<file path="src/rtl/simple_net_if.sv">
// Signal bundle for the 2-2-1 perceptron: binary inputs, the nine live weights/biases,
// and the registered output bit plus the output neuron's pre-activation value.
interface simple_net_if #(
  parameter int WW = 4
);
  logic [1:0]           x;
  logic signed [WW-1:0] w0;
  logic signed [WW-1:0] w1;
  logic signed [WW-1:0] w2;
  logic signed [WW-1:0] w3;
  logic signed [WW-1:0] w4;
  logic signed [WW-1:0] w5;
  logic signed [WW-1:0] w6;
  logic signed [WW-1:0] w7;
  logic signed [WW-1:0] w8;
  logic                 y;
  logic signed [WW-1:0] tVal;

  modport master (
    output x, w0, w1, w2, w3, w4, w5, w6, w7, w8,
    input  y, tVal
  );

  modport slave (
    input  x, w0, w1, w2, w3, w4, w5, w6, w7, w8,
    output y, tVal
  );
endinterface

</file>
<file path="src/rtl/simple_net.sv">
// Two-stage pipelined 2-2-1 threshold-neuron network with live weights.
// SIMPLE_NET_SAT_EN: when defined, tVal saturates to the WW-bit range instead of wrapping.
module simple_net #(
  parameter int WW = 4,
  parameter int AW = 6
) (
  input  logic         clk,
  input  logic         rst_n,
  simple_net_if.slave  bus
);

  localparam logic signed [AW-1:0] ZERO   = '0;
  localparam logic signed [AW-1:0] SAT_HI = AW'((2 ** (WW - 1)) - 1);
  localparam logic signed [AW-1:0] SAT_LO = AW'(-(2 ** (WW - 1)));

  function automatic logic signed [AW-1:0] sx(input logic signed [WW-1:0] v);
    return {{(AW - WW){v[WW-1]}}, v};
  endfunction

  logic signed [WW-1:0] w_wa   [2];
  logic signed [WW-1:0] w_wb   [2];
  logic signed [WW-1:0] w_bias [2];
  logic [1:0]           w_hid;

  assign w_wa[0]   = bus.w0;
  assign w_wb[0]   = bus.w1;
  assign w_bias[0] = bus.w2;
  assign w_wa[1]   = bus.w3;
  assign w_wb[1]   = bus.w4;
  assign w_bias[1] = bus.w5;

  // Input bits are 0/1, so each weight is simply gated by its bit.
  generate
    for (genvar gi = 0; gi < 2; gi++) begin : g_hidden
      logic signed [AW-1:0] w_acc;
      assign w_acc = (bus.x[0] ? sx(w_wa[gi]) : ZERO)
                   + (bus.x[1] ? sx(w_wb[gi]) : ZERO)
                   - sx(w_bias[gi]);
      assign w_hid[gi] = (w_acc > ZERO);
    end
  endgenerate

  logic [1:0]           r_h;
  logic                 r_y;
  logic signed [WW-1:0] r_tval;
  logic signed [AW-1:0] w_acc_o;
  logic signed [WW-1:0] w_tval_next;

  assign w_acc_o = (r_h[0] ? sx(bus.w6) : ZERO)
                 + (r_h[1] ? sx(bus.w7) : ZERO)
                 - sx(bus.w8);

  always_comb begin
    w_tval_next = w_acc_o[WW-1:0];
`ifdef SIMPLE_NET_SAT_EN
    if (w_acc_o > SAT_HI) begin
      w_tval_next = SAT_HI[WW-1:0];
    end else if (w_acc_o < SAT_LO) begin
      w_tval_next = SAT_LO[WW-1:0];
    end
`endif
  end

  always_ff @(posedge clk or negedge rst_n) begin
    if (!rst_n) begin
      r_h    <= 2'b00;
      r_y    <= 1'b0;
      r_tval <= '0;
    end else begin
      r_h    <= w_hid;
      r_y    <= (w_acc_o > ZERO);
      r_tval <= w_tval_next;
    end
  end

  assign bus.y    = r_y;
  assign bus.tVal = r_tval;

endmodule

</file>
<file path="src/flat_wrapper.sv">
// flat-port wrapper written by rule: the top's interface ports become plain ports
module simple_net_flat 
#(
  parameter int WW = 4,
  parameter int AW = 6
)
  (clk, rst_n, bus_x, bus_w0, bus_w1, bus_w2, bus_w3, bus_w4, bus_w5, bus_w6, bus_w7, bus_w8, bus_y, bus_tVal);
  simple_net_if #(.WW(WW)) bus_i ();
  input  logic clk;
  input  logic rst_n;
  input wire logic [$bits(bus_i.x)-1:0] bus_x;
  input wire logic [$bits(bus_i.w0)-1:0] bus_w0;
  input wire logic [$bits(bus_i.w1)-1:0] bus_w1;
  input wire logic [$bits(bus_i.w2)-1:0] bus_w2;
  input wire logic [$bits(bus_i.w3)-1:0] bus_w3;
  input wire logic [$bits(bus_i.w4)-1:0] bus_w4;
  input wire logic [$bits(bus_i.w5)-1:0] bus_w5;
  input wire logic [$bits(bus_i.w6)-1:0] bus_w6;
  input wire logic [$bits(bus_i.w7)-1:0] bus_w7;
  input wire logic [$bits(bus_i.w8)-1:0] bus_w8;
  output wire logic [$bits(bus_i.y)-1:0] bus_y;
  output wire logic [$bits(bus_i.tVal)-1:0] bus_tVal;
  assign bus_i.x = bus_x;
  assign bus_i.w0 = bus_w0;
  assign bus_i.w1 = bus_w1;
  assign bus_i.w2 = bus_w2;
  assign bus_i.w3 = bus_w3;
  assign bus_i.w4 = bus_w4;
  assign bus_i.w5 = bus_w5;
  assign bus_i.w6 = bus_w6;
  assign bus_i.w7 = bus_w7;
  assign bus_i.w8 = bus_w8;
  assign bus_y = bus_i.y;
  assign bus_tVal = bus_i.tVal;
  simple_net #(.WW(WW), .AW(AW)) u_core (.clk(clk), .rst_n(rst_n), .bus(bus_i));
endmodule
</file>
<file path="config.mk">
export PLATFORM = sky130hd
export DESIGN_NAME = simple_net_flat
export DESIGN_NICKNAME = d
export VERILOG_FILES = /design/src/rtl/simple_net_if.sv /design/src/rtl/simple_net.sv /design/src/flat_wrapper.sv
export SDC_FILE = /design/constraint.sdc
export NUM_CORES = 1
export LEC_CHECK = 0
export CORE_MARGIN = 1
export CORE_UTILIZATION = 35
export CTS_CLUSTER_DIAMETER = 120
export DETAILED_ROUTE_END_ITERATION = 10
export PLACE_DENSITY_LB_ADDON = 0.12
export SLEW_MARGIN = 20
export SYNTH_ARGS = -nofsm -noshare
export SYNTH_HDL_FRONTEND = slang
export SYNTH_SLANG_ARGS = --single-unit
export TNS_END_PERCENT = 5
</file>
<file path="constraint.sdc">
create_clock -name clk -period 5.3 [get_ports clk]
set_clock_uncertainty 0.1 [all_clocks]
set_input_delay 1.06 -clock clk [delete_from_list [all_inputs] [get_ports clk]]
set_output_delay 1.06 -clock clk [all_outputs]
set_load 0.02 [all_outputs]
</file>
Yosys cells after proc, flatten, opt, wreduce, memory -nomap -nowiden
Index checks and enable logic that the tools add are counted.
- flip-flop bits (word level): 7
- bits of input ports: 40
- output and inout bits: 5
- $add $sub $neg: 6
- magnitude comparators: 3
- muxes and demuxes: 6
- operator list (cell ; number):
    6-bit 2-to-1 mux ; 6
    6-bit adder ; 3
    6-bit by 1-bit greater-than comparator with 1-bit output (second input constant) ; 3
    6-bit by 4-bit subtractor with 6-bit output ; 3

Depth between registers and ports, before layout
Gate-level depths: netlist (run 1).
- depth after elaboration: 4
- mapped depth: 10
- depth with buffers taken out: 10

Worst setup path before layout (run 1)
OpenSTA, ideal clock, no wires.
- kind: in2reg
- from: input port bus_w6[1]
- to: register u_core.r_y (netlist: u_core.bus.y)
- setup time: 124 ps
- data arrival time: 2846 ps
- required time: 5076 ps
- slack: 2230 ps
- cell stages on the path: 7
- path buffers: 0
- path through: nand2_1 fa_1 inv_1 fa_1 xor2_1 or3_1 o31a_1
- word-level cells in the longest chain between the ends: 4
- ends and longest elaborated chain (what ; line ; RTL):
    start, declared ; flat_wrapper.sv:18 ; input wire logic [$bits(bus_i.w6)-1:0] bus_w6;
    6-bit 2-to-1 mux ; simple_net.sv:49 ; assign w_acc_o = (r_h[0] ? sx(bus.w6) : ZERO)
    6-bit adder ; simple_net.sv:50 ; + (r_h[1] ? sx(bus.w7) : ZERO)
    6-bit by 4-bit subtractor with 6-bit output ; simple_net.sv:51 ; - sx(bus.w8);
    named net u_core.w_acc_o[2] ; simple_net.sv:46 ; logic signed [AW-1:0] w_acc_o;
    6-bit by 1-bit greater-than comparator with 1-bit output ; simple_net.sv:71 ; r_y <= (w_acc_o > ZERO);
    end signal, assigned ; simple_net.sv:71 ;
    end, declared ; simple_net.sv:44 ; logic r_y;
The timed path passes the listed nets, and every way through them passes these cells.

Final worst setup path (run 1)
Ends and elaborated chain as after synthesis.

==> impl_results.html, run 1 <==
<table>
<tr><th>Metric</th><th>Value</th></tr>
<tr><th colspan="2">CTS</th></tr>
<tr><td>Number of buffers on the longest clock path</td><td>2</td></tr>
<tr><td>Clk root buf</td><td>sky130_fd_sc_hd__clkbuf_4</td></tr>
<tr><td>Number of H-tree levels</td><td>1</td></tr>
<tr><td>CTS Buf Count</td><td>3</td></tr>
<tr><td>Post-cts repair resize count</td><td>0</td></tr>
<tr><td>Post-CTS Setup Inserts</td><td>0</td></tr>
<tr><td>Source-to-sink clock delay at the later pin of the worst-skew pair</td><td>0.24 ns</td></tr>
<tr><td>TritonCTS clock tree</td><td>built</td></tr>
<tr><td>Post-CTS Hold Fix Bufs</td><td>0</td></tr>
<tr><td>Clk sink count</td><td>7</td></tr>
<tr><td>Clock-pin transition on the worst setup and hold timing paths</td><td>0.05 ns</td></tr>
<tr><th colspan="2">Cells and area</th></tr>
<tr><td>Antenna diode instance count</td><td>0</td></tr>
<tr><td>Most common cell after layout, fill and taps aside</td><td>sky130_fd_sc_hd__clkdlybuf4s50_1</td></tr>
<tr><td>Commonest cells after routing, fill and taps aside</td><td>sky130_fd_sc_hd__clkdlybuf4s50_1 (44), sky130_fd_sc_hd__inv_1 (27), sky130_fd_sc_hd__nand2_1 (23)</td></tr>
<tr><td>Number of filler cells placed in the layout</td><td>290</td></tr>
<tr><td>Nets</td><td>253</td></tr>
<tr><td>Fin area</td><td>0.00166 mm²</td></tr>
<tr><td>Share of cells above drive strength 1</td><td>3.30%</td></tr>
<tr><td>Area added between synthesis and finish</td><td>46.0%</td></tr>
<tr><th colspan="2">Floorplanning</th></tr>
<tr><td>Placeable Area</td><td>0.00305 mm²</td></tr>
<tr><td>Number of cell rows</td><td>20</td></tr>
<tr><td>Die outline height</td><td>58.9 µm</td></tr>
<tr><td>Initial Util</td><td>37.1%</td></tr>
<tr><td>Count of boundary I/O pins</td><td>45</td></tr>
<tr><td>Die W</td><td>58.9 µm</td></tr>
<tr><td>Die area</td><td>0.00347 mm²</td></tr>
<tr><th colspan="2">Timing</th></tr>
<tr><td>Number of max-slew violations in the final report</td><td>0</td></tr>
<tr><td>Period minus WS final</td><td>3.36 ns</td></tr>
<tr><td>Fmax</td><td>298 MHz</td></tr>
<tr><td>RSZ-0062 raised after global routing</td><td>no</td></tr>
<tr><td>Total Negative Setup Slacks</td><td>0 ns</td></tr>
<tr><td>Final setup violating endpoints</td><td>0</td></tr>
<tr><td>Worst slew margin</td><td>79.0%</td></tr>
<tr><td>Share of the clock period used by the worst path after layout</td><td>63.3%</td></tr>
<tr><td>Final-report hold violation count</td><td>0</td></tr>
<tr><td>Transition time at the pin with the least slew margin</td><td>0.315 ns</td></tr>
<tr><th colspan="2">Worst setup path</th></tr>
<tr><td>Crit. Startpoint</td><td>bus_w6[1]</td></tr>
<tr><td>Worst endpoint data arrival time</td><td>3.39 ns</td></tr>
<tr><td>Critical path fanouts, max</td><td>2</td></tr>
<tr><td>Worst setup EP type</td><td>flop</td></tr>
<tr><td>Critical-path cell list</td><td>clkdlybuf4s50_1 -&gt; nand2_1 -&gt; fa_1 -&gt; inv_1 -&gt; fa_1 -&gt; xor2_1 -&gt; or3_1 -&gt; o31a_1</td></tr>
<tr><td>Largest stage delay on the critical path</td><td>0.50 ns</td></tr>
<tr><td>Endpoint of the worst-slack reg-to-reg timing path</td><td>u_core.bus.y$_DFF_PN0_</td></tr>
<tr><td>Most used cell, CP</td><td>sky130_fd_sc_hd__fa_1</td></tr>
<tr><td>Worst Path Buf+Inv</td><td>2</td></tr>
<tr><td>Worst reg2reg path startpoint</td><td>u_core.r_h[0]$_DFF_PN0_</td></tr>
<tr><td>Depth of the critical timing path with buffers and inverters included</td><td>8</td></tr>
<tr><td>Cell type of the slowest stage on the worst timing path</td><td>sky130_fd_sc_hd__fa_1</td></tr>
<tr><td>Worst setup SP type</td><td>input pin</td></tr>
<tr><td>Crit path capture</td><td>u_core.bus.y$_DFF_PN0_</td></tr>
<tr><td>Worst Path Class, Setup</td><td>input pin to flop</td></tr>
<tr><td>Worst reg-to-reg path cell count</td><td>7</td></tr>
<tr><td>WP data required</td><td>5.33 ns</td></tr>
<tr><td>Setup slack of the worst register-to-register path</td><td>2.82 ns</td></tr>
<tr><td>CP delay by family, top</td><td>adder cells</td></tr>
<tr><th colspan="2">Global routing</th></tr>
<tr><td>Overflow left after global routing</td><td>0</td></tr>
<tr><td>Number of antenna violations at the first check in global routing</td><td>0</td></tr>
<tr><td>Largest net degree at the start of global routing</td><td>9</td></tr>
<tr><td>Global-route wire length before repair</td><td>3920 µm</td></tr>
<tr><td>Number of global-route vias before repair</td><td>990</td></tr>
<tr><td>Tot GR Track Use</td><td>14.4%</td></tr>
<tr><th colspan="2">Logic synthesis</th></tr>
<tr><td>Sequential element share of the synthesized area</td><td>15.5%</td></tr>
<tr><td>Fraction of registers with async set/reset</td><td>100%</td></tr>
<tr><td>Post-Syn Area</td><td>0.00113 mm²</td></tr>
<tr><td>Number of synthesis warnings</td><td>0</td></tr>
<tr><td>Total nets after synthesis</td><td>204</td></tr>
<tr><td>Number of different library cells in the post-synthesis netlist</td><td>24</td></tr>
<tr><td>Post-synth EDFFs</td><td>0</td></tr>
<tr><td>Primary flip-flop cell chosen by synthesis mapping</td><td>sky130_fd_sc_hd__dfrtp_1</td></tr>
<tr><td>Synth Register Bits</td><td>7</td></tr>
<tr><td>Synthesized area per cell</td><td>8.46 µm²</td></tr>
<tr><td>Gate Count Post-Synth</td><td>134</td></tr>
<tr><th colspan="2">Placed design</th></tr>
<tr><td>Gp weighted congestion</td><td>0.788</td></tr>
<tr><td>Port-buffer cells</td><td>44</td></tr>
<tr><td>Placed instance area</td><td>0.00163 mm²</td></tr>
<tr><td>Post-detail-place hpwl</td><td>2100 µm</td></tr>
<tr><th colspan="2">Detailed routing</th></tr>
<tr><td>Initial DRC count</td><td>17</td></tr>
<tr><td>DR vias</td><td>1003</td></tr>
<tr><td>Post-route DRC</td><td>0</td></tr>
<tr><td>Drt total wl</td><td>2210 µm</td></tr>
<tr><td>Ratio of routed vias to standard cells</td><td>4.44</td></tr>
<tr><td>First-pass iteration count of the detailed router</td><td>4</td></tr>
<tr><td>Average wire per standard cell</td><td>9.78 µm</td></tr>
<tr><td>Count of nets left with antenna violations after detail routing</td><td>0</td></tr>
<tr><th colspan="2">Worst hold path</th></tr>
<tr><td>Path type of the worst min-delay path</td><td>flop to flop</td></tr>
<tr><th colspan="2">Power and ir drop</th></tr>
<tr><td>PwrDens</td><td>287 mW/mm²</td></tr>
<tr><td>Static Leak</td><td>0.000790 µW</td></tr>
<tr><td>Largest voltage drop on the vdd net</td><td>81.9 µV</td></tr>
<tr><th colspan="2">Flow run</th></tr>
<tr><td>Max-cap violations</td><td>0</td></tr>
<tr><th colspan="2">Status</th></tr>
<tr><td>Outcome</td><td>completed</td></tr>
</table>
[power by group]
part           switching [µW]  leakage (µW)  total [µW]  internal, µW
logic                     164      0.000696         337           173
registers                10.7     0.0000797        90.4          79.6
clock network            18.6     0.0000150        47.2          28.7
[cells in the mapped netlist (2+ instances only)]
cell type,instances,area (µm²)
sky130_fd_sc_hd__dfrtp_1,7,175
sky130_fd_sc_hd__ha_1,18,225
sky130_fd_sc_hd__xnor2_1,8,70.1
sky130_fd_sc_hd__o22ai_1,2,12.5
sky130_fd_sc_hd__nand2b_1,2,12.5
sky130_fd_sc_hd__a21oi_1,5,25.0
sky130_fd_sc_hd__and2_1,5,31.3
sky130_fd_sc_hd__inv_1,27,101
sky130_fd_sc_hd__a31oi_1,3,18.8
sky130_fd_sc_hd__nor3b_1,2,15.0
sky130_fd_sc_hd__fa_1,12,240
sky130_fd_sc_hd__nor2_1,7,26.3
sky130_fd_sc_hd__a21boi_0,2,15.0
sky130_fd_sc_hd__nand3_1,2,10.0
sky130_fd_sc_hd__nand2_1,23,86.3
[layout make-up]
| cell class | count | area (µm²) | area share [%] |
|---|---|---|---|
| timing repair buffer | 44 | 440 | 26.6 |
| sequential | 7 | 175 | 10.6 |
| tap | 44 | 55.1 | 3.33 |
| clock buffer | 4 | 26.3 | 1.59 |
| inverter | 27 | 101 | 6.12 |
| multi-input combinational | 100 | 857 | 51.8 |
[tightest hold or removal path: cells and delay by family (launching register included)]
| kind | cells | cell delay [ns] |
|---|---|---|
| DFF | 1 | 0.38 |
| and+or+nand+nor | 1 | 0.14 |
| adders and majority gates | 1 | 0.14 |
[through the flow]
stage	util, %	setup WS, ns	hold slack (ns)	power [µW]	cells
after floorplan	-	2.23	0.520	317	134
final	54.2	1.94	0.607	474	226
after detailed placement	53.4	1.68	0.604	434	222
after CTS	54.2	1.92	0.615	484	226
after global placement	53.4	1.70	0.601	422	222
after global routing	54.2	1.78	0.662	526	226
[worst min path at each step]
stage	startpoint	endpoint	slack, ns	cells past startpoint
after floorplan	u_core.r_h[0]$_DFF_PN0_	u_core.bus.tVal[0]$_DFF_PN0_	0.52	2
after global placement	u_core.r_h[0]$_DFF_PN0_	u_core.bus.tVal[0]$_DFF_PN0_	0.60	2
after detailed placement	u_core.r_h[0]$_DFF_PN0_	u_core.bus.tVal[0]$_DFF_PN0_	0.60	2
after CTS	u_core.r_h[0]$_DFF_PN0_	u_core.bus.tVal[0]$_DFF_PN0_	0.62	2
after global routing	u_core.r_h[0]$_DFF_PN0_	u_core.bus.tVal[0]$_DFF_PN0_	0.66	2
final	u_core.r_h[0]$_DFF_PN0_	u_core.bus.tVal[0]$_DFF_PN0_	0.61	2
[kinds of logic after synthesis]
group / count (synthesis) / share of synthesized area [%]
and+or+nand+nor: 45 / 18.7
DFF: 7 / 15.5
xor gates and xnor gates: 9 / 6.95
buffers and inverters: 27 / 8.94
adders and majority gates: 30 / 41.1
AOI/OAI and AO/OA: 16 / 8.94
[flip-flops by register name (all words and copies together), names as in the netlist]
name,cells
u_core.r_h,2
u_core.bus.tVal,4
u_core.bus.y,1
[per-layer routing]
layer | share of wire [%] | wire length, µm | track usage, % | vias to the layer above
met5 | 0 | 0 | 0 | -
met3 | 4.1 | 91 | 2.86 | 0
met4 | 0 | 0 | 0 | 0
li1 | - | - | - | 518
met2 | 51 | 1130 | 27.1 | 28
met1 | 45 | 993 | 17.8 | 457
Power figures use the tool's default switching activity.
==> run 2, diff against run 1 <==
==> constraint.sdc (replaced) <==
create_clock -name clk -period 3.3 [get_ports clk]
set_clock_uncertainty 0.1 [all_clocks]
set_input_delay 0.66 -clock clk [delete_from_list [all_inputs] [get_ports clk]]
set_output_delay 0.66 -clock clk [all_outputs]
set_load 0.02 [all_outputs]
==> run 2 against run 1 <==
  * Combinational power grew 62%
  * Routed wire length grew 5.3%
  * Non-clock buffer count is the same
  * Largest cell class unchanged
  * Die area is the same
  * Sequential cell count is the same
  * Sequential share of layout area is the same
  * Clock power grew 63%
  * Sequential power grew 59%
  * Final cell count is the same
  * Via count shrank 0.40%
  * Worst setup slack lost 1.6 ns
==> impl_results.html, run 2 (synthesized netlist as in run 1, its figures left out) <==
<table>
<tr><th>Metric</th><th>Value</th></tr>
<tr><th colspan="2">Status</th></tr>
<tr><td>Outcome</td><td>completed (unchanged)</td></tr>
<tr><th colspan="2">CTS</th></tr>
<tr><td>Clk root buf</td><td>sky130_fd_sc_hd__clkbuf_4 (unchanged)</td></tr>
<tr><td>TritonCTS clock tree</td><td>built (unchanged)</td></tr>
<tr><td>Post-CTS Hold Fix Bufs</td><td>0 (unchanged)</td></tr>
<tr><td>Number of buffers on the longest clock path</td><td>2 (unchanged)</td></tr>
<tr><td>Post-cts repair resize count</td><td>0 (unchanged)</td></tr>
<tr><td>Source-to-sink clock delay at the later pin of the worst-skew pair</td><td>0.24 ns (about the same)</td></tr>
<tr><td>CTS Buf Count</td><td>3 (unchanged)</td></tr>
<tr><td>Number of H-tree levels</td><td>1 (unchanged)</td></tr>
<tr><td>Clk sink count</td><td>7 (unchanged)</td></tr>
<tr><td>Clock-pin transition on the worst setup and hold timing paths</td><td>0.05 ns (about the same)</td></tr>
<tr><td>Post-CTS Setup Inserts</td><td>0 (unchanged)</td></tr>
<tr><th colspan="2">Cells and area</th></tr>
<tr><td>Reg area</td><td>175 µm² (unchanged)</td></tr>
<tr><td>Flip-flop count of the largest register after layout</td><td>4 (unchanged)</td></tr>
<tr><td>Commonest cells after routing, fill and taps aside</td><td>sky130_fd_sc_hd__clkdlybuf4s50_1 (44), sky130_fd_sc_hd__inv_1 (27), sky130_fd_sc_hd__nand2_1 (23) (unchanged)</td></tr>
<tr><td>Fin area</td><td>0.00166 mm² (unchanged)</td></tr>
<tr><td>Nets</td><td>253 (unchanged)</td></tr>
<tr><td>Filler-free cell count of the finished design</td><td>226 (unchanged)</td></tr>
<tr><td>Multi-input combinational cell area</td><td>857 µm² (unchanged)</td></tr>
<tr><td>Number of filler cells placed in the layout</td><td>300 (was 290)</td></tr>
<tr><td>Share of cells above drive strength 1</td><td>3.30% (unchanged)</td></tr>
<tr><td>Area added between synthesis and finish</td><td>46.0% (unchanged)</td></tr>
<tr><td>Antenna diode instance count</td><td>0 (unchanged)</td></tr>
<tr><td>Most common cell after layout, fill and taps aside</td><td>sky130_fd_sc_hd__clkdlybuf4s50_1 (unchanged)</td></tr>
<tr><th colspan="2">Floorplanning</th></tr>
<tr><td>Die W</td><td>58.9 µm (unchanged)</td></tr>
<tr><td>Die area</td><td>0.00347 mm² (unchanged)</td></tr>
<tr><td>Placeable Area</td><td>0.00305 mm² (unchanged)</td></tr>
<tr><td>Die outline height</td><td>58.9 µm (unchanged)</td></tr>
<tr><td>Initial Util</td><td>37.1% (unchanged)</td></tr>
<tr><td>Number of cell rows</td><td>20 (unchanged)</td></tr>
<tr><td>Count of boundary I/O pins</td><td>45 (unchanged)</td></tr>
<tr><th colspan="2">Detailed routing</th></tr>
<tr><td>First-pass iteration count of the detailed router</td><td>4 (unchanged)</td></tr>
<tr><td>DR vias</td><td>999 (was 1003)</td></tr>
<tr><td>Drt total wl</td><td>2330 µm (was 2210 µm)</td></tr>
<tr><td>Initial DRC count</td><td>26 (was 17)</td></tr>
<tr><td>Average wire per standard cell</td><td>10.3 µm (was 9.78 µm)</td></tr>
<tr><td>Post-route DRC</td><td>0 (unchanged)</td></tr>
<tr><td>Ratio of routed vias to standard cells</td><td>4.42 (was 4.44)</td></tr>
<tr><td>Count of nets left with antenna violations after detail routing</td><td>0 (unchanged)</td></tr>
<tr><th colspan="2">Timing</th></tr>
<tr><td>Post-route setup slack</td><td>0.334 ns (was 1.94 ns)</td></tr>
<tr><td>Final-report hold violation count</td><td>0 (unchanged)</td></tr>
<tr><td>Number of max-slew violations in the final report</td><td>0 (unchanged)</td></tr>
<tr><td>RSZ-0062 raised after global routing</td><td>no (unchanged)</td></tr>
<tr><td>Total Negative Setup Slacks</td><td>0 ns (unchanged)</td></tr>
<tr><td>Share of the clock period used by the worst path after layout</td><td>89.9%</td></tr>
<tr><td>Period minus WS final</td><td>2.97 ns</td></tr>
<tr><td>Fmax</td><td>337 MHz</td></tr>
<tr><td>Final setup violating endpoints</td><td>0 (unchanged)</td></tr>
<tr><td>Transition time at the pin with the least slew margin</td><td>0.311 ns (was 0.315 ns)</td></tr>
<tr><td>Worst slew margin</td><td>79.2% (was 79.0%)</td></tr>
<tr><th colspan="2">Placed design</th></tr>
<tr><td>Port-buffer cells</td><td>44 (unchanged)</td></tr>
<tr><td>Placed instance area</td><td>0.00163 mm² (unchanged)</td></tr>
<tr><td>Post-detail-place hpwl</td><td>2200 µm (was 2100 µm)</td></tr>
<tr><td>Placed instance count</td><td>222 (unchanged)</td></tr>
<tr><td>Gp weighted congestion</td><td>0.819 (was 0.788)</td></tr>
<tr><td>Placement Setup Slack</td><td>0.0647 ns (was 1.68 ns)</td></tr>
<tr><th colspan="2">Power and ir drop</th></tr>
<tr><td>Static Leak</td><td>0.000790 µW (unchanged)</td></tr>
<tr><td>Sequential cell fraction of total power</td><td>18.8% (was 19.0%)</td></tr>
<tr><td>Proportion of power drawn by combinational gates</td><td>71.2% (was 71.0%)</td></tr>
<tr><td>Pint</td><td>455 µW (was 282 µW)</td></tr>
<tr><td>PwrDens</td><td>464 mW/mm² (was 287 mW/mm²)</td></tr>
<tr><td>Largest voltage drop on the vdd net</td><td>149 µV (was 81.9 µV)</td></tr>
<tr><td>Switching part of the total</td><td>40.8% (was 40.7%)</td></tr>
<tr><td>Share of power burned in the clock network</td><td>10.0% (about the same)</td></tr>
<tr><td>Net Sw Power</td><td>313 µW (was 193 µW)</td></tr>
<tr><th colspan="2">Worst setup path</th></tr>
<tr><td>Depth of the critical timing path with buffers and inverters included</td><td>8 (unchanged)</td></tr>
<tr><td>Cell type of the slowest stage on the worst timing path</td><td>sky130_fd_sc_hd__clkdlybuf4s50_1 (was sky130_fd_sc_hd__fa_1)</td></tr>
<tr><td>Critical path fanouts, max</td><td>8 (was 2)</td></tr>
<tr><td>CP delay by family, top</td><td>adder cells (unchanged)</td></tr>
<tr><td>WP data required</td><td>3.32 ns (was 5.33 ns)</td></tr>
<tr><td>Most used cell, CP</td><td>sky130_fd_sc_hd__fa_1 (unchanged)</td></tr>
<tr><td>Worst setup SP type</td><td>input pin (unchanged)</td></tr>
<tr><td>Critical-path cell list</td><td>clkdlybuf4s50_1 -&gt; nand2_1 -&gt; fa_1 -&gt; fa_1 -&gt; nand2b_1 -&gt; a21oi_1 -&gt; xnor2_1 -&gt; a31oi_1 (was clkdlybuf4s50_1 -&gt; nand2_1 -&gt; fa_1 -&gt; inv_1 -&gt; fa_1 -&gt; xor2_1 -&gt; or3_1 -&gt; o31a_1)</td></tr>
<tr><td>Worst Path Buf+Inv</td><td>1 (was 2)</td></tr>
<tr><td>Worst Path Class, Setup</td><td>input pin to flop (unchanged)</td></tr>
<tr><td>Worst endpoint data arrival time</td><td>2.98 ns (was 3.39 ns)</td></tr>
<tr><td>Largest stage delay on the critical path</td><td>0.65 ns (was 0.50 ns)</td></tr>
<tr><td>Worst reg-to-reg path cell count</td><td>7 (unchanged)</td></tr>
<tr><td>Worst setup EP type</td><td>flop (unchanged)</td></tr>
<tr><th colspan="2">Global routing</th></tr>
<tr><td>Overflow left after global routing</td><td>0 (unchanged)</td></tr>
<tr><td>Tot GR Track Use</td><td>15.0% (was 14.4%)</td></tr>
<tr><td>Largest net degree at the start of global routing</td><td>9 (unchanged)</td></tr>
<tr><td>Number of global-route vias before repair</td><td>1004 (was 990)</td></tr>
<tr><td>Global-route wire length before repair</td><td>3970 µm (was 3920 µm)</td></tr>
<tr><td>Number of antenna violations at the first check in global routing</td><td>0 (unchanged)</td></tr>
<tr><th colspan="2">Flow run</th></tr>
<tr><td>Max-cap violations</td><td>0 (unchanged)</td></tr>
<tr><th colspan="2">Worst hold path</th></tr>
<tr><td>Path type of the worst min-delay path</td><td>input pin to asynchronous set/reset pin (was flop to flop)</td></tr>
</table>
==> run 2: cell counts in the layout (fill, tap and decap cells not counted) <==
No cell type changed its count.
==> run 2: worst paths after layout <==
path	from	end	slack (ns)
worst min register to register	u_core.r_h[0]$_DFF_PN0_	u_core.bus.tVal[0]$_DFF_PN0_	0.61
min in group clk	u_core.r_h[0]$_DFF_PN0_	u_core.bus.tVal[0]$_DFF_PN0_	0.61
worst min-delay path	rst_n	u_core.bus.y$_DFF_PN0_	0.57
max in group asynchronous	rst_n	u_core.r_h[1]$_DFF_PN0_	2.30
worst max register to register	u_core.r_h[0]$_DFF_PN0_	u_core.bus.y$_DFF_PN0_	0.81
worst max-delay path	bus_x[1]	u_core.r_h[0]$_DFF_PN0_	0.33
==> run 2: cell type report <==
class / count / area share (%)
Multi-Input combinational cell: 100 / 51.8
Timing Repair Buffer: 44 / 26.6
Sequential cell: 7 / 10.6
Inverter: 27 / 6.12
Tap cell: 44 / 3.33
Clock buffer: 4 / 1.59
==> run 2: power groups by stage <==
stage	combinational, µW	sequential (µW)	clock (µW)
final	546	144	76.9
after global routing	610	149	83.9
after floorplan	327	183	0
after detailed placement	552	147	0
after CTS	553	146	78.6
after global placement	530	147	0
==> run 2: through the flow <==
step           total power, µW  hold slack (ns)  utilization [%]
6_report                   767            0.567             54.2
5_1_grt                    843            0.580             54.2
4_1_cts                    777            0.574             54.2
3_5_place_dp               699            0.603             53.4
3_3_place_gp               677            0.600             53.4
2_1_floorplan              509            0.264                -
==> run 2: per-layer routing <==
layer	GRT usage [%]	vias to the layer above	share of wire [%]
met5	0	-	0
met4	0	0	0
met3	3.30	0	5.4
met2	30.0	30	54
met1	17.1	452	40
li1	-	517	-
==> run 3, diff against run 2 <==
--- a/config.mk
+++ b/config.mk
@@ -10,6 +10,7 @@
 export CTS_CLUSTER_DIAMETER = 120
 export DETAILED_ROUTE_END_ITERATION = 10
 export PLACE_DENSITY_LB_ADDON = 0.12
+export RECOVER_POWER = 50
 export SLEW_MARGIN = 20
 export SYNTH_ARGS = -nofsm -noshare
 export SYNTH_HDL_FRONTEND = slang
==> run 3 against run 2 <==
  * Critical endpoint unchanged
  * Worst hold slack improved by 0.041 ns
  * Die area unchanged
  * Final area did not move
  * Count of clock-buffer cells in the layout is the same
  * Final cell count is the same
  * Routed wire length about the same
  * Critical path depth unchanged
  * Clock power about the same
  * Maximum frequency about the same
  * Largest power group unchanged
==> impl_results.html, run 3 (synthesized netlist as in run 1, its figures left out) <==
<table>
<tr><th>Metric</th><th>Value</th></tr>
<tr><th colspan="2">CTS</th></tr>
<tr><td>Number of H-tree levels</td><td>1 (unchanged)</td></tr>
<tr><td>Clk root buf</td><td>sky130_fd_sc_hd__clkbuf_4 (unchanged)</td></tr>
<tr><td>Clock-pin transition on the worst setup and hold timing paths</td><td>0.05 ns (about the same)</td></tr>
<tr><td>Number of buffers on the longest clock path</td><td>2 (unchanged)</td></tr>
<tr><td>CTS Buf Count</td><td>3 (unchanged)</td></tr>
<tr><td>Clk sink count</td><td>7 (unchanged)</td></tr>
<tr><td>Post-CTS Setup Inserts</td><td>0 (unchanged)</td></tr>
<tr><td>Post-cts repair resize count</td><td>0 (unchanged)</td></tr>
<tr><td>TritonCTS clock tree</td><td>built (unchanged)</td></tr>
<tr><td>Post-CTS Hold Fix Bufs</td><td>0 (unchanged)</td></tr>
<tr><td>Source-to-sink clock delay at the later pin of the worst-skew pair</td><td>0.24 ns (about the same)</td></tr>
<tr><th colspan="2">Worst setup path</th></tr>
<tr><td>Worst setup SP type</td><td>input pin (unchanged)</td></tr>
<tr><td>Worst Path Class, Setup</td><td>input pin to flop (unchanged)</td></tr>
<tr><td>Endpoint of the worst-slack reg-to-reg timing path</td><td>u_core.bus.y$_DFF_PN0_ (unchanged)</td></tr>
<tr><td>Worst reg-to-reg path cell count</td><td>7 (unchanged)</td></tr>
<tr><td>Critical path fanouts, max</td><td>8 (unchanged)</td></tr>
<tr><td>WP data required</td><td>3.32 ns (about the same)</td></tr>
<tr><td>Setup slack of the worst register-to-register path</td><td>0.81 ns (about the same)</td></tr>
<tr><td>Crit path capture</td><td>u_core.r_h[0]$_DFF_PN0_ (unchanged)</td></tr>
<tr><td>Crit. Startpoint</td><td>bus_x[1] (unchanged)</td></tr>
<tr><td>Worst reg2reg path startpoint</td><td>u_core.r_h[0]$_DFF_PN0_ (unchanged)</td></tr>
<tr><td>Worst setup EP type</td><td>flop (unchanged)</td></tr>
<tr><td>Worst endpoint data arrival time</td><td>2.98 ns (about the same)</td></tr>
<tr><th colspan="2">Floorplanning</th></tr>
<tr><td>Placeable Area</td><td>0.00305 mm² (unchanged)</td></tr>
<tr><td>Initial Util</td><td>37.1% (unchanged)</td></tr>
<tr><td>Count of boundary I/O pins</td><td>45 (unchanged)</td></tr>
<tr><td>Die outline height</td><td>58.9 µm (unchanged)</td></tr>
<tr><td>Die W</td><td>58.9 µm (unchanged)</td></tr>
<tr><td>Number of cell rows</td><td>20 (unchanged)</td></tr>
<tr><td>Die area</td><td>0.00347 mm² (unchanged)</td></tr>
<tr><th colspan="2">Cells and area</th></tr>
<tr><td>Number of filler cells placed in the layout</td><td>300 (unchanged)</td></tr>
<tr><td>Share of the core filled with cells in the final layout</td><td>54.2% (unchanged)</td></tr>
<tr><td>Antenna diode instance count</td><td>0 (unchanged)</td></tr>
<tr><td>Fin area</td><td>0.00166 mm² (unchanged)</td></tr>
<tr><td>Commonest cells after routing, fill and taps aside</td><td>sky130_fd_sc_hd__clkdlybuf4s50_1 (41), sky130_fd_sc_hd__inv_1 (27), sky130_fd_sc_hd__nand2_1 (23) (was sky130_fd_sc_hd__clkdlybuf4s50_1 (44), sky130_fd_sc_hd__inv_1 (27), sky130_fd_sc_hd__nand2_1 (23))</td></tr>
<tr><td>Most common cell after layout, fill and taps aside</td><td>sky130_fd_sc_hd__clkdlybuf4s50_1 (unchanged)</td></tr>
<tr><td>Multi-input combinational cell area</td><td>857 µm² (unchanged)</td></tr>
<tr><td>Nets</td><td>253 (unchanged)</td></tr>
<tr><td>Area added between synthesis and finish</td><td>46.0% (unchanged)</td></tr>
<tr><td>Share of cells above drive strength 1</td><td>3.30% (unchanged)</td></tr>
<tr><td>Reg area</td><td>175 µm² (unchanged)</td></tr>
<tr><td>Flip-flop count of the largest register after layout</td><td>4 (unchanged)</td></tr>
<tr><th colspan="2">Timing</th></tr>
<tr><td>Total Negative Setup Slacks</td><td>0 ns (unchanged)</td></tr>
<tr><td>Final setup violating endpoints</td><td>0 (unchanged)</td></tr>
<tr><td>Number of max-slew violations in the final report</td><td>0 (unchanged)</td></tr>
<tr><td>Worst slew margin</td><td>78.9% (was 79.2%)</td></tr>
<tr><td>Post-route setup slack</td><td>0.334 ns (about the same)</td></tr>
<tr><td>Transition time at the pin with the least slew margin</td><td>0.315 ns (was 0.311 ns)</td></tr>
<tr><td>Fmax</td><td>337 MHz (about the same)</td></tr>
<tr><td>Share of the clock period used by the worst path after layout</td><td>89.9% (about the same)</td></tr>
<tr><td>Period minus WS final</td><td>2.97 ns (about the same)</td></tr>
<tr><td>RSZ-0062 raised after global routing</td><td>no (unchanged)</td></tr>
<tr><td>Final-report hold violation count</td><td>0 (unchanged)</td></tr>
<tr><th colspan="2">Power and ir drop</th></tr>
<tr><td>Largest voltage drop on the vdd net</td><td>149 µV (about the same)</td></tr>
<tr><td>Static Leak</td><td>0.000791 µW (was 0.000790 µW)</td></tr>
<tr><td>PwrDens</td><td>462 mW/mm² (was 464 mW/mm²)</td></tr>
<tr><th colspan="2">Detailed routing</th></tr>
<tr><td>Average wire per standard cell</td><td>10.3 µm (about the same)</td></tr>
<tr><td>Drt total wl</td><td>2330 µm (about the same)</td></tr>
<tr><td>Post-route DRC</td><td>0 (unchanged)</td></tr>
<tr><td>Ratio of routed vias to standard cells</td><td>4.42 (unchanged)</td></tr>
<tr><td>DR vias</td><td>999 (unchanged)</td></tr>
<tr><td>First-pass iteration count of the detailed router</td><td>4 (unchanged)</td></tr>
<tr><td>Count of nets left with antenna violations after detail routing</td><td>0 (unchanged)</td></tr>
<tr><td>Initial DRC count</td><td>25 (was 26)</td></tr>
<tr><th colspan="2">Placed design</th></tr>
<tr><td>Gp weighted congestion</td><td>0.819 (unchanged)</td></tr>
<tr><td>Placed instance area</td><td>0.00163 mm² (unchanged)</td></tr>
<tr><td>Placement Setup Slack</td><td>0.0647 ns (unchanged)</td></tr>
<tr><td>Port-buffer cells</td><td>44 (unchanged)</td></tr>
<tr><td>Post-detail-place hpwl</td><td>2200 µm (unchanged)</td></tr>
<tr><th colspan="2">Status</th></tr>
<tr><td>Outcome</td><td>completed (unchanged)</td></tr>
<tr><th colspan="2">Global routing</th></tr>
<tr><td>Tot GR Track Use</td><td>15.0% (unchanged)</td></tr>
<tr><td>Global-route wire length before repair</td><td>3970 µm (unchanged)</td></tr>
<tr><td>Overflow left after global routing</td><td>0 (unchanged)</td></tr>
<tr><td>Largest net degree at the start of global routing</td><td>9 (unchanged)</td></tr>
<tr><td>Number of global-route vias before repair</td><td>1004 (unchanged)</td></tr>
<tr><td>Number of antenna violations at the first check in global routing</td><td>0 (unchanged)</td></tr>
<tr><th colspan="2">Worst hold path</th></tr>
<tr><td>Path type of the worst min-delay path</td><td>flop to flop (was input pin to asynchronous set/reset pin)</td></tr>
<tr><th colspan="2">Flow run</th></tr>
<tr><td>Max-cap violations</td><td>0 (unchanged)</td></tr>
</table>
-- run 3: changes by cell type in the layout (fill, tap and decap cells not counted) --
cell / previous run / this run
sky130_fd_sc_hd__clkdlybuf4s50_1: 44 / 41
sky130_fd_sc_hd__dlygate4sd3_1: 0 / 3
-- run 3: metal layers --
layer  wire length, µm  GRT usage [%]
met1               954           17.1
met2              1260           30.0
met3               111           3.30
met4                 0              0
met5                 0              0
-- run 3: critical path, cell delays in order --
cell and delay [ns]:
sky130_fd_sc_hd__clkdlybuf4s50_1 0.65, sky130_fd_sc_hd__nand2_1 0.12, sky130_fd_sc_hd__fa_1 0.53, sky130_fd_sc_hd__fa_1 0.47, sky130_fd_sc_hd__nand2b_1 0.16, sky130_fd_sc_hd__a21oi_1 0.15, sky130_fd_sc_hd__xnor2_1 0.13, sky130_fd_sc_hd__a31oi_1 0.10
-- run 3: area by class of cell --
| type | instances | share of cell area [%] |
|---|---|---|
| multi-input cells | 100 | 51.8 |
| repair buffers | 44 | 26.6 |
| flip-flops and latches | 7 | 10.6 |
| inverters | 27 | 6.12 |
| well taps | 44 | 3.33 |
| clock buffers | 4 | 1.59 |
-- run 3: worst min-delay path by stage --
stage / end / cells after the start / from / slack, ns
4_1_cts: u_core.bus.y$_DFF_PN0_ / 1 / rst_n / 0.57
5_1_grt: u_core.bus.tVal[3]$_DFF_PN0_ / 1 / rst_n / 0.65
3_3_place_gp: u_core.bus.tVal[0]$_DFF_PN0_ / 2 / u_core.r_h[0]$_DFF_PN0_ / 0.60
2_1_floorplan: u_core.bus.tVal[0]$_DFF_PN0_ / 0 / rst_n / 0.26
3_5_place_dp: u_core.bus.tVal[0]$_DFF_PN0_ / 2 / u_core.r_h[0]$_DFF_PN0_ / 0.60
6_report: u_core.bus.tVal[0]$_DFF_PN0_ / 2 / u_core.r_h[0]$_DFF_PN0_ / 0.61
-- run 3: metrics by stage --
step	total power (µW)	cells	hold slack, ns
6_report	765	226	0.607
3_5_place_dp	699	222	0.603
3_3_place_gp	677	222	0.600
2_1_floorplan	509	134	0.264
5_1_grt	840	226	0.650
4_1_cts	777	226	0.574
-- run 3: power by group --
group          switching [µW]  internal (µW)
registers                16.2            128
logic                     265            278
clock network            30.7           46.1
